File: src/rtl/keypad_matrix_scanner.sv
// 4x4 keypad scanner: row drive, 2-flop bit-line sync, whole-matrix debounce, one key event per press.
// Optional auto-repeat of a held key is built only when KEYPAD_AUTOREPEAT_EN is defined.
module keypad_matrix_scanner #(
    parameter int SCAN_DIV       = 4,
    parameter int DEBOUNCE_SCANS = 3,
    parameter int REPEAT_SCANS   = 32
) (
    input  logic       clk,
    input  logic       rst,
    output logic [3:0] o_word_lines,
    input  logic [3:0] i_bit_lines,
    output logic [3:0] o_key_code,
    output logic       o_key_valid,
    output logic       o_key_held
);
    localparam int               DIV_W      = $clog2(SCAN_DIV);
    localparam logic [DIV_W-1:0] DWELL_LAST = DIV_W'(SCAN_DIV - 1);
    localparam logic [3:0]       DEB_TARGET = 4'(DEBOUNCE_SCANS);

    typedef enum logic [1:0] {S_IDLE, S_PRESSED, S_LOCKED} state_t;

    function automatic logic [3:0] sat_inc4(input logic [3:0] v);
        return (v == 4'hF) ? v : v + 4'd1;
    endfunction

    function automatic logic [3:0] key_index(input logic [15:0] v);
        logic [3:0] idx;
        idx = 4'd0;
        for (int i = 15; i >= 0; i--) begin
            if (v[i]) idx = 4'(i);
        end
        return idx;
    endfunction

    logic [3:0]       r_sync_p0, r_sync_p1;
    logic [DIV_W-1:0] r_dwell;
    logic [1:0]       r_row;
    logic [3:0]       r_word_lines;
    logic [11:0]      r_snap;
    logic [15:0]      r_prev, r_stable;
    logic [3:0]       r_stable_cnt;
    state_t           r_state, w_state_next;
    logic [3:0]       r_key_code, w_key_code_next;
    logic             r_key_valid, w_key_valid_next;

    logic        w_sample, w_scan_done;
    logic [1:0]  w_row_next;
    logic [15:0] w_full_snap;
    logic [3:0]  w_cnt_next;
    logic [4:0]  w_pop;
    logic        w_single;

    assign w_sample    = (r_dwell == DWELL_LAST);
    assign w_scan_done = w_sample && (r_row == 2'd3);
    assign w_row_next  = w_sample ? r_row + 2'd1 : r_row;
    // Row 3 is never stored: it completes the snapshot straight from the synchronizer.
    assign w_full_snap = {r_sync_p1, r_snap};
    assign w_cnt_next  = (w_full_snap == r_prev) ? sat_inc4(r_stable_cnt) : 4'd1;
    assign w_pop       = 5'($countones(r_stable));
    assign w_single    = (w_pop == 5'd1);

    // Stage p0/p1: bit-line synchronizer, row sequencing and scan debounce
    always_ff @(posedge clk) begin
        if (rst) begin
            r_sync_p0    <= '0;
            r_sync_p1    <= '0;
            r_dwell      <= '0;
            r_row        <= '0;
            r_word_lines <= 4'b0001;
            r_snap       <= '0;
            r_prev       <= '0;
            r_stable     <= '0;
            r_stable_cnt <= '0;
        end else begin
            r_sync_p0    <= i_bit_lines;
            r_sync_p1    <= r_sync_p0;
            r_dwell      <= w_sample ? '0 : r_dwell + DIV_W'(1);
            r_row        <= w_row_next;
            r_word_lines <= 4'b0001 << w_row_next;
            if (w_sample) begin
                case (r_row)
                    2'd0:    r_snap[3:0]  <= r_sync_p1;
                    2'd1:    r_snap[7:4]  <= r_sync_p1;
                    2'd2:    r_snap[11:8] <= r_sync_p1;
                    default: ;
                endcase
            end
            if (w_scan_done) begin
                r_prev       <= w_full_snap;
                r_stable_cnt <= w_cnt_next;
                if (w_cnt_next >= DEB_TARGET) r_stable <= w_full_snap;
            end
        end
    end

`ifdef KEYPAD_AUTOREPEAT_EN
    localparam int               REP_W    = $clog2(REPEAT_SCANS) + 1;
    localparam logic [REP_W-1:0] REP_LAST = REP_W'(REPEAT_SCANS - 1);

    logic             r_scan_done_p1;
    logic [REP_W-1:0] r_rep_cnt;
    logic             w_repeat_fire;

    // Counted one cycle late so repeats line up with the stable-state update.
    assign w_repeat_fire = r_scan_done_p1 && (r_rep_cnt == REP_LAST);

    always_ff @(posedge clk) begin
        if (rst) begin
            r_scan_done_p1 <= 1'b0;
        end else begin
            r_scan_done_p1 <= w_scan_done;
        end
        if (rst || r_state != S_PRESSED || w_state_next != S_PRESSED) begin
            r_rep_cnt <= '0;
        end else if (r_scan_done_p1) begin
            r_rep_cnt <= w_repeat_fire ? '0 : r_rep_cnt + REP_W'(1);
        end
    end
`else
    logic w_repeat_fire;
    logic w_unused_repeat;
    assign w_repeat_fire   = 1'b0;
    assign w_unused_repeat = (REPEAT_SCANS > 0);
`endif

    always_comb begin
        w_state_next     = r_state;
        w_key_valid_next = 1'b0;
        w_key_code_next  = r_key_code;
        case (r_state)
            S_IDLE: begin
                if (w_single) begin
                    w_state_next     = S_PRESSED;
                    w_key_valid_next = 1'b1;
                    w_key_code_next  = key_index(r_stable);
                end else if (w_pop >= 5'd2) begin
                    w_state_next = S_LOCKED;
                end
            end
            S_PRESSED: begin
                if (w_pop == 5'd0) begin
                    w_state_next = S_IDLE;
                end else if (!w_single || r_stable != (16'd1 << r_key_code)) begin
                    w_state_next = S_LOCKED;
                end else if (w_repeat_fire) begin
                    w_key_valid_next = 1'b1;
                end
            end
            S_LOCKED: begin
                if (w_pop == 5'd0) w_state_next = S_IDLE;
            end
            default: w_state_next = S_IDLE;
        endcase
    end

    // Stage p2: key event registers
    always_ff @(posedge clk) begin
        if (rst) begin
            r_state     <= S_IDLE;
            r_key_code  <= 4'd0;
            r_key_valid <= 1'b0;
        end else begin
            r_state     <= w_state_next;
            r_key_code  <= w_key_code_next;
            r_key_valid <= w_key_valid_next;
        end
    end

    assign o_word_lines = r_word_lines;
    assign o_key_code   = r_key_code;
    assign o_key_valid  = r_key_valid;
    assign o_key_held   = (r_state == S_PRESSED);
endmodule

File: config.mk
export PLATFORM = sky130hd
export DESIGN_NAME = keypad_matrix_scanner
export DESIGN_NICKNAME = d
export VERILOG_FILES = /design/src/rtl/keypad_matrix_scanner.sv
export SDC_FILE = /design/constraint.sdc
export NUM_CORES = 1
export LEC_CHECK = 0
export ABC_CLOCK_PERIOD_IN_PS = 4500
export BUFFER_PORTS_ARGS = -buffer_cell sky130_fd_sc_hd__buf_2
export CAP_MARGIN = 10
export CORE_MARGIN = 2
export CORE_UTILIZATION = 55
export CTS_CLUSTER_DIAMETER = 50
export CTS_CLUSTER_SIZE = 8
export DETAILED_ROUTE_END_ITERATION = 10
export PLACE_DENSITY_LB_ADDON = 0.12
export SYNTH_ARGS = -nofsm -noshare
export SYNTH_HDL_FRONTEND = slang
export SYNTH_SLANG_ARGS = --single-unit
File: constraint.sdc
create_clock -name clk -period 4.5 [get_ports clk]
set_clock_uncertainty 0.05 [all_clocks]
set_input_delay 0.45 -clock clk [delete_from_list [all_inputs] [get_ports clk]]
set_output_delay 0.45 -clock clk [all_outputs]
set_load 0.005 [all_outputs]
==> results of run 1 <==
[final cells by class]
class	count	area, sq um
flip-flops and latches	71	1430
clock inverters	6	42.5
repair buffers	28	173
clock buffers	10	138
well taps	77	96.3
fillers	560	2360
multi-input cells	309	2050
inverters	29	109
[how the worst min path moves through the flow]
stage | end | from | slack (ns) | cells past startpoint
6_report | r_sync_p0[1]$_SDFF_PP0_ | i_bit_lines[1] | 0.26 | 2
5_1_grt | r_sync_p0[0]$_SDFF_PP0_ | i_bit_lines[0] | 0.25 | 2
4_1_cts | r_sync_p0[1]$_SDFF_PP0_ | i_bit_lines[1] | 0.25 | 2
3_5_place_dp | r_sync_p1[3]$_SDFF_PP0_ | r_sync_p0[3]$_SDFF_PP0_ | 0.37 | 1
3_3_place_gp | r_dwell[0]$_SDFF_PP0_ | r_dwell[0]$_SDFF_PP0_ | 0.37 | 1
2_1_floorplan | r_dwell[0]$_SDFF_PP0_ | r_dwell[0]$_SDFF_PP0_ | 0.35 | 1
[sequential cells by signal, indices dropped and copies added, names as in the netlist]
| register | count |
|---|---|
| r_prev | 16 |
| r_stable | 16 |
| r_snap | 12 |
| o_key_code | 4 |
| o_word_lines | 4 |
| r_stable_cnt | 4 |
| r_sync_p0 | 4 |
| r_sync_p1 | 4 |
| r_dwell | 2 |
| r_row | 2 |
| r_state | 2 |
| o_key_valid | 1 |
[through the flow]
step	setup slack (ns)	total power [uW]	setup TNS [ns]	hold slack (ns)
CTS	0.0124	1160	0	0.249
detailed placement	0.0457	694	0	0.372
floorplan	0.0380	682	0	0.354
global route	-0.0185	1190	-0.0311	0.253
finish	0.182	1150	0	0.261
global placement	0.203	693	0	0.367
[timing repair]
item / 4_1_cts / 5_1_grt
setup buffers: 0 / 1
resized for setup: 0 / 13
endpoints found under the setup margin: 0 / 4
[power breakdown]
group          total (uW)  internal, uW  switching [uW]
Sequential            643           636            6.38
Clock                 468           217             251
Combinational        36.2          13.4            22.9
[critical path, delay by kind of cell, from the launching register on]
family / cells / cell delay, ns
adder cells (fa/ha/maj): 6 / 2.46
AND/OR/NAND/NOR: 4 / 0.79
flip-flops: 1 / 0.34
buffers and inverters: 5 / 0.25
multiplexers: 1 / 0.20
AO/OA/AOI/OAI: 1 / 0.10
[cells by family after synthesis]
kind of cell / share of synthesized area (%)
buffers and inverters: 5.58
adder cells (fa/ha/maj): 9.25
AO/OA/AOI/OAI: 13.1
flip-flops: 38.9
multiplexers: 5.21
AND/OR/NAND/NOR: 23.4
XOR/XNOR: 4.56
[cells in the mapped netlist (5+ instances only)]
cell       n  area share, %
and2_1     5           0.86
a21oi_1   36            4.9
dfxtp_1   71             39
o21ai_0    9            1.2
nor2b_1   12            2.1
xor2_1    16            3.8
nand3_1   19            2.6
clkbuf_1  12            1.2
nor2_1    38            3.9
nor3_1     8            1.1
nand2b_1   5           0.86
inv_1     28            2.9
nor4_1     5           0.86
and3_1     6            1.0
nand2_1   59            6.1
fa_1      10            5.5
ha_1      11            3.8
mux2i_1   19            5.2
[metal layers]
metal / up-vias / GRT usage (%)
li1: 1507 / -
met1: 1431 / 31.5
met2: 76 / 36.4
met3: 9 / 7.51
met4: 0 / 7.65
met5: - / 0
==> reports/results.ini, run 1 <==
[logic_synthesis]
synth.distinct_cells = 52
synthesis.nets = 456
seq_area_frac_synth_pct = 38.9
ys.flop_type = dfxtp_1
synth_seq_cells = 71
synth_enable_flop_cells = 0
yosysWarnings = 0
syn_area_sq_mm = 0.00365
async_flop_share_pct = 0
syn_avg_cell_area_sq_um = 8.51
synth_cells = 429

[clock_network]
cts.sinks = 71
ctsHoldBuffers = 0
clk_pin_slew_ns = 0.07
clkLatencyLatePin_ns = 0.36
cts_tree = done
clockRootBuffer = clkbuf_8
cts_max_level = 3
clock_path_buffers = 2
numCtsBuffers = 9

[worst_setup_path]
crit_slowest_cell = fa_1
regToRegSetupSlack_ns = 0.18
reg2reg_to = o_key_code[3]$_SDFFE_PP0P_
cpMostUsedCell = fa_1
r2r_start = r_stable[7]$_SDFFE_PP0P_
crit_fanout = 8
cp-startpoint = r_stable[7]$_SDFFE_PP0P_
cp-start-kind = register
crit_arrival_ns = 4.48
cpPeakStageDelay_ns = 0.57
endpoint = o_key_code[3]$_SDFFE_PP0P_
worstPathCellList = inv_2, fa_1, inv_2, fa_1, fa_1, inv_1, fa_1, inv_1, ha_2, inv_2, fa_2, nor2_1, a31oi_1, nor4b_2, and3_4, mux2i_1, nor2_1
required_ns = 4.66
end_kind = register
setup.worst_path.class = register to register
reg2reg_depth = 17

[detailed_routing]
highest_layer = met4
ant_nets = 0
routed_wl_mm = 7.83
avgRoutedWirePerCell_um = 14.8
routed_via_density = 5.70
routedLengthMet1_mm = 3.70
wl_met2_mm = 3.57
dr.pass1.iters = 4
met3_wirelength_um = 481
drc = 0
drt_iter0_drc = 228
dr_total_vias = 3023

[die]
fp-row-count = 29
io_pins = 16
die-width_um = 85.5
dieArea_sq_mm = 0.00731
start_util_pct = 57.2
die_y_um = 85.5
core-area_sq_mm = 0.00639

[placed_design]
io_buffers = 15
post-place-cells = 513
dp_hpwl_mm = 5.58
routabilityCongestion = 0.890
dpl_cell_area_sq_mm = 0.00382

[global_routing]
grt_pass1_wl_mm = 13.6
grt_max_degree = 66
grt.total_usage_pct = 23.6
grt_overflow = 0
antenna_found_initial = 0
first_global_vias = 2853

[pwr]
leakagePower_uw = 0.00157
ir_worst_vdd_v = 0.000338
power.density_mw_per_mm2 = 284

[cells_and_area]
drive_above_1_share_pct = 13.5
final_cells = 530
areaGrowthSynthToFinish_pct = 10.3
final_nets = 475
final_common_cell = dfxtp_1
final_area_sq_mm = 0.00403
final_cell_mix = 68 x dfxtp_1, 59 x nand2_1, 38 x nor2_1, 36 x a21oi_1, 24 x inv_1
final_util_pct = 63.1
num_antenna_cells = 0

[timing]
min_period_ns = 4.32
finalSetupViolations = 0
timing.final.crit_share_pct = 95.9
hold_viol_final = 0
tightest_slew_ns = 0.972
slew_headroom_pct = 35.1
clock.fmax_mhz = 232
maxSlewViolCount = 0
grt_setup_unrepaired = true

[status]
status = complete, no violations

[hold_path]
hold_path.class = primary input to register

[run]
drv_cap = 0

Power figures use the tool's default switching activity.
==> inputs of run 2 (changes only) <==
- ABC_AREA: default -> 1
- CORE_UTILIZATION: 55 -> 25
==> run 2 against run 1 <==
Against the previous run: sequential power rose by 0.8%; register-to-register slack improved by 0.05 ns; fmax rose by 1.2%; count of clock-buffer cells in the layout did not move; area after synthesis barely moved; sequential share of layout area fell by 2.1 points; wire length rose by 14%; combinational power rose by 32%; critical path depth rose by 1; non-clock buffer count fell by 4; largest cell class unchanged; largest power group is now clock; highest routed layer unchanged.
==> reports/results.ini, run 2 <==
[logic_synthesis]
synth.area.top_cells = dfxtp_1 39%, inv_1 8.4%, a21oi_1 7.3%, o21ai_0 6.2%, nand2_1 5.7%
synth_seq_cells = 71  ; unchanged
yosysTopAreaCellShare_pct = 38.9  ; about the same
synth_enable_flop_cells = 0  ; unchanged
synth_top_area_cell = dfxtp_1
syn_area_sq_mm = 0.00365  ; about the same
seq_area_frac_synth_pct = 38.9  ; about the same
ys.flop_type = dfxtp_1
syn_avg_cell_area_sq_um = 7.65  ; -10%
async_flop_share_pct = 0  ; unchanged
synthTopCellsByCount = 82 x inv_1, 71 x dfxtp_1, 55 x nand2_1
synth.distinct_cells = 40  ; -23%
yosysMostFrequentCell = inv_1
synthesis.nets = 504  ; +11%
synth_cells = 477  ; +11%
yosysWarnings = 0  ; unchanged

[placed_design]
io_buffers = 15  ; unchanged
routabilityCongestion = 0.803  ; -9.8%
dpl_cell_area_sq_mm = 0.00394  ; +3.0%
dp_hpwl_mm = 6.76  ; +21%
post-place-ws_ns = -0.0516  ; -0.0973 ns

[pwr]
p_sw_uw = 303  ; +8.0%
internal-power_uw = 1100  ; +27%
combPwrFrac_pct = 3.4  ; +0.2 points
power.density_mw_per_mm2 = 327  ; +15%
p_sw_share_pct = 21.6  ; -2.8 points
p_seq_share_pct = 46.3  ; -9.8 points
ir_worst_vdd_v = 0.000212  ; -37%
leakagePower_uw = 0.00184  ; +17%
pwr-share-clk_pct = 50.3  ; +9.5 points

[die]
fp-row-count = 44  ; +52%
io_pins = 16  ; unchanged
start_util_pct = 25.3  ; -32 points
dieArea_sq_mm = 0.0156  ; +110%
die-width_um = 125  ; +46%
die_y_um = 125  ; +46%
core-area_sq_mm = 0.0144  ; +130%

[cells_and_area]
top_regs = r_prev (16), r_stable (16), r_snap (12)
final_util_pct = 29.7  ; -33 points
drive_above_1_share_pct = 12.5  ; -0.94 points
final_nets = 525  ; +11%
final_cell_mix = 81 x inv_1, 69 x dfxtp_1, 55 x nand2_1, 51 x a21oi_1, 45 x o21ai_0
num_antenna_cells = 0  ; unchanged
areaGrowthSynthToFinish_pct = 17.2
final_common_cell = inv_1
final_area_sq_mm = 0.00428  ; +6.2%

[detailed_routing]
highest_layer = met4
ant_nets = 0  ; unchanged
routedLengthMet1_mm = 4.18  ; +13%
dr.pass1.iters = 4  ; unchanged
drt_iter0_drc = 145  ; -36%
dr_total_vias = 2983  ; -1.3%
met3_wirelength_um = 265  ; -45%
routed_via_density = 4.34  ; -24%
routed_wl_mm = 8.91  ; +14%
avgRoutedWirePerCell_um = 13.0  ; -12%
wl_met2_mm = 4.38  ; +23%
drc = 0  ; unchanged

[timing]
tightest_slew_ns = 0.657  ; -0.316 ns
maxSlewViolCount = 0  ; unchanged
finalSetupViolations = 0  ; unchanged
clock.fmax_mhz = 234  ; +1.2%
fin_ws_ns = 0.232  ; +0.0494 ns
timing.final.crit_share_pct = 94.9  ; -1.1 points
hold_viol_final = 0  ; unchanged
min_period_ns = 4.27  ; -0.0494 ns
worst_hold_slack_ns = 0.268  ; +0.00659 ns
slew_headroom_pct = 56.2  ; +21 points

[worst_setup_path]
regToRegSetupSlack_ns = 0.23  ; +0.05 ns
critical_path.top_delay_family = adder cells
crit_arrival_ns = 4.42  ; -0.06 ns
reg2reg_to = r_state[1]$_SDFFE_PP0P_
cp-start-kind = register
r2r_start = r_stable[11]$_SDFFE_PP0P_
cpMostUsedCell = inv_1
cpPeakStageDelay_ns = 0.53  ; -0.04 ns
critPathBufInv = 6  ; +1
crit_fanout = 3  ; -5
crit_slowest_cell = fa_1
worstPathCellList = fa_1, inv_1, fa_1, inv_1, fa_1, inv_1, fa_1, inv_1, ha_2, inv_1, fa_2, or2_4, a21oi_4, nand4_1, buf_4, o211a_1, nand2_1, a21oi_1
setup.worst_path.class = register to register
reg2reg_depth = 18  ; +1
required_ns = 4.65  ; about the same
end_kind = register

[status]
status = complete, no violations

[hold_path]
worstHoldPathCells = 3  ; +1
hold_path.class = primary input to register
holdPathEnd = r_sync_p0[1]$_SDFF_PP0_
min_from = i_bit_lines[1]

[clock_network]
clock_path_buffers = 2  ; unchanged
cts_max_level = 3  ; unchanged
cts_tree = done
clk_pin_slew_ns = 0.06  ; about the same
cts.sinks = 71  ; unchanged
numCtsBuffers = 9  ; unchanged
clockRootBuffer = clkbuf_16
clkLatencyLatePin_ns = 0.33  ; -0.03 ns

[global_routing]
grt.total_usage_pct = 12.3  ; -11 points
grt_max_degree = 44  ; -33%
grt_pass1_wl_mm = 15.3  ; +13%
first_global_vias = 3110  ; +9.0%
grt_overflow = 0  ; unchanged
antenna_found_initial = 0  ; unchanged

[run]
drv_cap = 0  ; unchanged

-- run 2: cell types whose count changed after synthesis, sizes merged, moves of 9 or more --
cell,change
nand4,+9
mux2i,-18
o21ai,+43
inv,+54
a21oi,+18
nor2b,-12
-- run 2: per-stage QoR --
step | total power, uW | std cells | setup TNS [ns]
global placement | 710 | 670 | 0
detailed placement | 711 | 670 | -0.0889
global route | 1460 | 687 | -0.00179
CTS | 1430 | 686 | 0
finish | 1400 | 687 | 0
floorplan | 696 | 477 | 0
-- run 2: area by class of cell --
cell class	instances	area [sq um]
fill	1604	10100
clock buffer	10	239
timing repair buffer	24	143
inverter	85	322
tap	184	230
clock inverter	6	60.1
sequential	71	1420
multi-input combinational	307	1860
-- run 2: how the worst max path moves through the flow --
stage                              startpoint                    endpoint  slack (ns)  cells past startpoint
floorplan            r_stable[5]$_SDFFE_PP0P_  o_key_code[3]$_SDFFE_PP0P_        0.22                     18
global placement     r_stable[5]$_SDFFE_PP0P_  o_key_code[3]$_SDFFE_PP0P_        0.02                     18
detailed placement   r_stable[9]$_SDFFE_PP0P_  o_key_code[3]$_SDFFE_PP0P_       -0.05                     18
CTS                  r_stable[9]$_SDFFE_PP0P_  o_key_code[3]$_SDFFE_PP0P_        0.06                     18
global route        r_stable[11]$_SDFFE_PP0P_  o_key_code[3]$_SDFFE_PP0P_      -0.002                     18
finish              r_stable[11]$_SDFFE_PP0P_     r_state[1]$_SDFFE_PP0P_        0.23                     18
-- run 2: cells by family (layout without fill, tap and decap cells) --
group	after synthesis	count (layout)	share of synthesized area, %
buffers and inverters	99	125	10.9
DFF	71	71	38.9
adders and majority gates	21	21	9.25
and+or+nand+nor	149	149	18.9
muxes	1	1	0.274
AOI/OAI and AO/OA	118	118	17.4
xor gates and xnor gates	18	18	4.32
-- run 2: worst min-delay path: cells and delay by family --
| kind | cells | cell delay (ns) |
|---|---|---|
| buffers and inverters | 2 | 0.11 |
| and+or+nand+nor | 1 | 0.06 |
-- run 2: repair_timing --
item | CTS | global route
pin swaps | 0 | 6
cloned | 0 | 0
setup endpoints to repair | 2 | 7
gates resized for setup | 1 | 10
hold buffers | 0 | 0
buffers inserted | 0 | 1
-- run 2: power groups by stage --
stage               combinational (uW)  sequential, uW  clock (uW)
floorplan                         36.6             659           0
global placement                  48.3             662           0
detailed placement                49.0             662           0
CTS                               49.2             648         728
global route                      56.7             650         755
finish                            47.9             648         705
-- run 2: metal layers --
metal	track usage, %	vias to the layer above
li1	-	1585
met1	15.0	1355
met2	21.5	35
met3	3.26	8
met4	2.94	0
met5	0	-
==> inputs of run 3 (changes only) <==
- BUFFER_PORTS_ARGS: -buffer_cell sky130_fd_sc_hd__buf_2 -> -buffer_cell sky130_fd_sc_hd__buf_4
==> run 3 against run 2 <==
Against the previous run: first-iteration DRC count increased by 1.4%; sequential power about the same; worst hold slack about the same; non-clock buffer count unchanged; clock power increased by 10%; flip-flop and latch count unchanged; largest cell class unchanged; largest power group unchanged.
==> reports/results.ini, run 3 (synthesis results as in run 2) <==
[global_routing]
grt_max_degree = 46  ; +4.5%
first_global_vias = 3043  ; -2.2%
grt_overflow = 0  ; unchanged
grt_pass1_wl_mm = 15.2  ; -0.45%
grt.total_usage_pct = 12.4  ; +0.092 points
antenna_found_initial = 0  ; unchanged

[worst_setup_path]
required_ns = 4.66  ; about the same
cp-start-kind = register
end_kind = register
reg2reg_to = r_state[1]$_SDFFE_PP0P_
critical_path.top_delay_family = adder cells
cpMostUsedCell = inv_1
crit_arrival_ns = 4.43  ; about the same
cpPeakStageDelay_ns = 0.54  ; about the same
crit_fanout = 3  ; unchanged
reg2reg_depth = 18  ; unchanged
r2r_start = r_stable[11]$_SDFFE_PP0P_
worstPathCellList = fa_1, inv_1, fa_1, inv_1, fa_1, inv_1, fa_1, inv_1, ha_1, inv_1, fa_2, or2_4, a21oi_4, nand4_1, buf_4, o211a_1, nand2_1, a21oi_1
setup.worst_path.class = register to register
regToRegSetupSlack_ns = 0.23  ; about the same
critPathBufInv = 6  ; unchanged
crit_slowest_cell = fa_1

[clock_network]
cts_tree = done
clockRootBuffer = clkbuf_16
cts.sinks = 71  ; unchanged
cts_max_level = 3  ; unchanged
clkLatencyLatePin_ns = 0.33  ; about the same
clock_path_buffers = 2  ; unchanged
clk_pin_slew_ns = 0.06  ; about the same
numCtsBuffers = 9  ; unchanged

[cells_and_area]
areaGrowthSynthToFinish_pct = 19.2
drive_above_1_share_pct = 12.3  ; -0.20 points
final_nets = 525  ; unchanged
num_antenna_cells = 0  ; unchanged
top_regs = r_prev (16), r_stable (16), r_snap (12)
fillCellCount = 1599  ; -0.31%
final_cell_mix = 81 x inv_1, 70 x dfxtp_1, 54 x nand2_1, 50 x a21oi_1, 45 x o21ai_0
final_common_cell = inv_1

[pwr]
ir_worst_vdd_v = 0.000183  ; -14%
internal-power_uw = 1170  ; +7.0%
power.density_mw_per_mm2 = 339  ; +3.6%
pwr-share-clk_pct = 52.6  ; +2.3 points
p_seq_share_pct = 43.9  ; -2.4 points
combPwrFrac_pct = 3.4  ; about the same
p_sw_share_pct = 20.4  ; -1.2 points
p_sw_uw = 301  ; -0.45%
totalPowerFinal_uw = 1480  ; +5.4%
leakagePower_uw = 0.00186  ; +1.3%

[detailed_routing]
ant_nets = 0  ; unchanged
wl_met2_mm = 4.47  ; +2.2%
dr.pass1.iters = 4  ; unchanged
highest_layer = met4
routed_wl_mm = 9.10  ; +2.2%
dr_total_vias = 3040  ; +1.9%
met3_wirelength_um = 213  ; -20%
avgRoutedWirePerCell_um = 13.2  ; +2.2%
routedLengthMet1_mm = 4.28  ; +2.4%
routed_via_density = 4.43  ; +1.9%
drt_iter0_drc = 147  ; +1.4%
drc = 0  ; unchanged

[timing]
finalSetupViolations = 0  ; unchanged
maxSlewViolCount = 0  ; unchanged
hold_viol_final = 0  ; unchanged
worst_hold_slack_ns = 0.268  ; -0.0000850 ns
slew_headroom_pct = 56.9  ; +0.70 points
min_period_ns = 4.27  ; -0.00149 ns
tightest_slew_ns = 0.646  ; -0.0105 ns
clock.fmax_mhz = 234  ; about the same
timing.final.crit_share_pct = 94.8  ; about the same
finalSetupTns_ns = 0  ; unchanged

[placed_design]
dp_hpwl_mm = 6.80  ; +0.62%
io_buffers = 15  ; unchanged
routabilityCongestion = 0.821  ; +2.2%

[die]
fp-row-count = 44  ; unchanged
die_y_um = 125  ; unchanged
start_util_pct = 25.3  ; unchanged
dieArea_sq_mm = 0.0156  ; unchanged
die-width_um = 125  ; unchanged
core-area_sq_mm = 0.0144  ; unchanged
io_pins = 16  ; unchanged

[hold_path]
worstHoldPathCells = 3  ; unchanged
min_from = i_bit_lines[3]
hold_path.class = primary input to register
holdPathEnd = r_sync_p0[3]$_SDFF_PP0_

[status]
status = complete, no violations

[run]
drv_cap = 0  ; unchanged

run 3: power by group through the flow:
stage | Combinational (uW) | Clock [uW] | Sequential, uW
6_report | 50.5 | 777 | 648
5_1_grt | 59.2 | 827 | 649
4_1_cts | 51.4 | 805 | 648
3_5_place_dp | 51.2 | 0 | 662
3_3_place_gp | 50.3 | 0 | 662
2_1_floorplan | 36.6 | 0 | 659
run 3: stage by stage:
step                setup WS (ns)  area, sq um  std cells  utilization, %
global route              -0.0147         4350        687            30.2
CTS                        0.0723         4310        686            29.8
detailed placement        -0.0450         3980        670            27.6
finish                      0.233         4350        687            30.2
global placement           0.0338         3980        670            27.6
floorplan                   0.216         3650        477               -
run 3: area by class of cell:
cell class,instances,area [sq um],area share [%]
well taps,184,230,5.29
inverters,85,322,7.39
flip-flops and latches,71,1420,32.7
repair buffers,24,180,4.14
multi-input cells,307,1870,43.0
clock inverters,3,65.1,1.50
clock buffers,13,260,5.98
run 3: routing by layer:
layer	GRT usage (%)	vias up
met2	20.6	30
li1	-	1584
met1	15.6	1418
met5	0	-
met4	4.44	0
met3	3.01	8
run 3: timing repair:
item                       4_1_cts  5_1_grt
setup buffers                    0        1
resized for setup                1       11
setup endpoints to repair        2        7
hold buffers                     0        0
pin swaps                        0        5
cloned                           0        0
run 3: worst max-delay path by stage:
stage	startpoint	endpoint	cells after the start
detailed placement	r_stable[5]$_SDFFE_PP0P_	o_key_code[3]$_SDFFE_PP0P_	18
finish	r_stable[11]$_SDFFE_PP0P_	r_state[1]$_SDFFE_PP0P_	18
global route	r_stable[11]$_SDFFE_PP0P_	o_key_code[1]$_SDFFE_PP0P_	19
CTS	r_stable[5]$_SDFFE_PP0P_	o_key_code[3]$_SDFFE_PP0P_	18
floorplan	r_stable[5]$_SDFFE_PP0P_	o_key_code[3]$_SDFFE_PP0P_	18
global placement	r_stable[5]$_SDFFE_PP0P_	o_key_code[3]$_SDFFE_PP0P_	18
run 3: worst register-to-register path: cells and delay by family, from the launching register on:
kind	cells	cell delay, ns
AOI/OAI and AO/OA	3	0.39
adders and majority gates	6	2.41
buffers and inverters	6	0.46
DFF	1	0.33
and+or+nand+nor	3	0.50
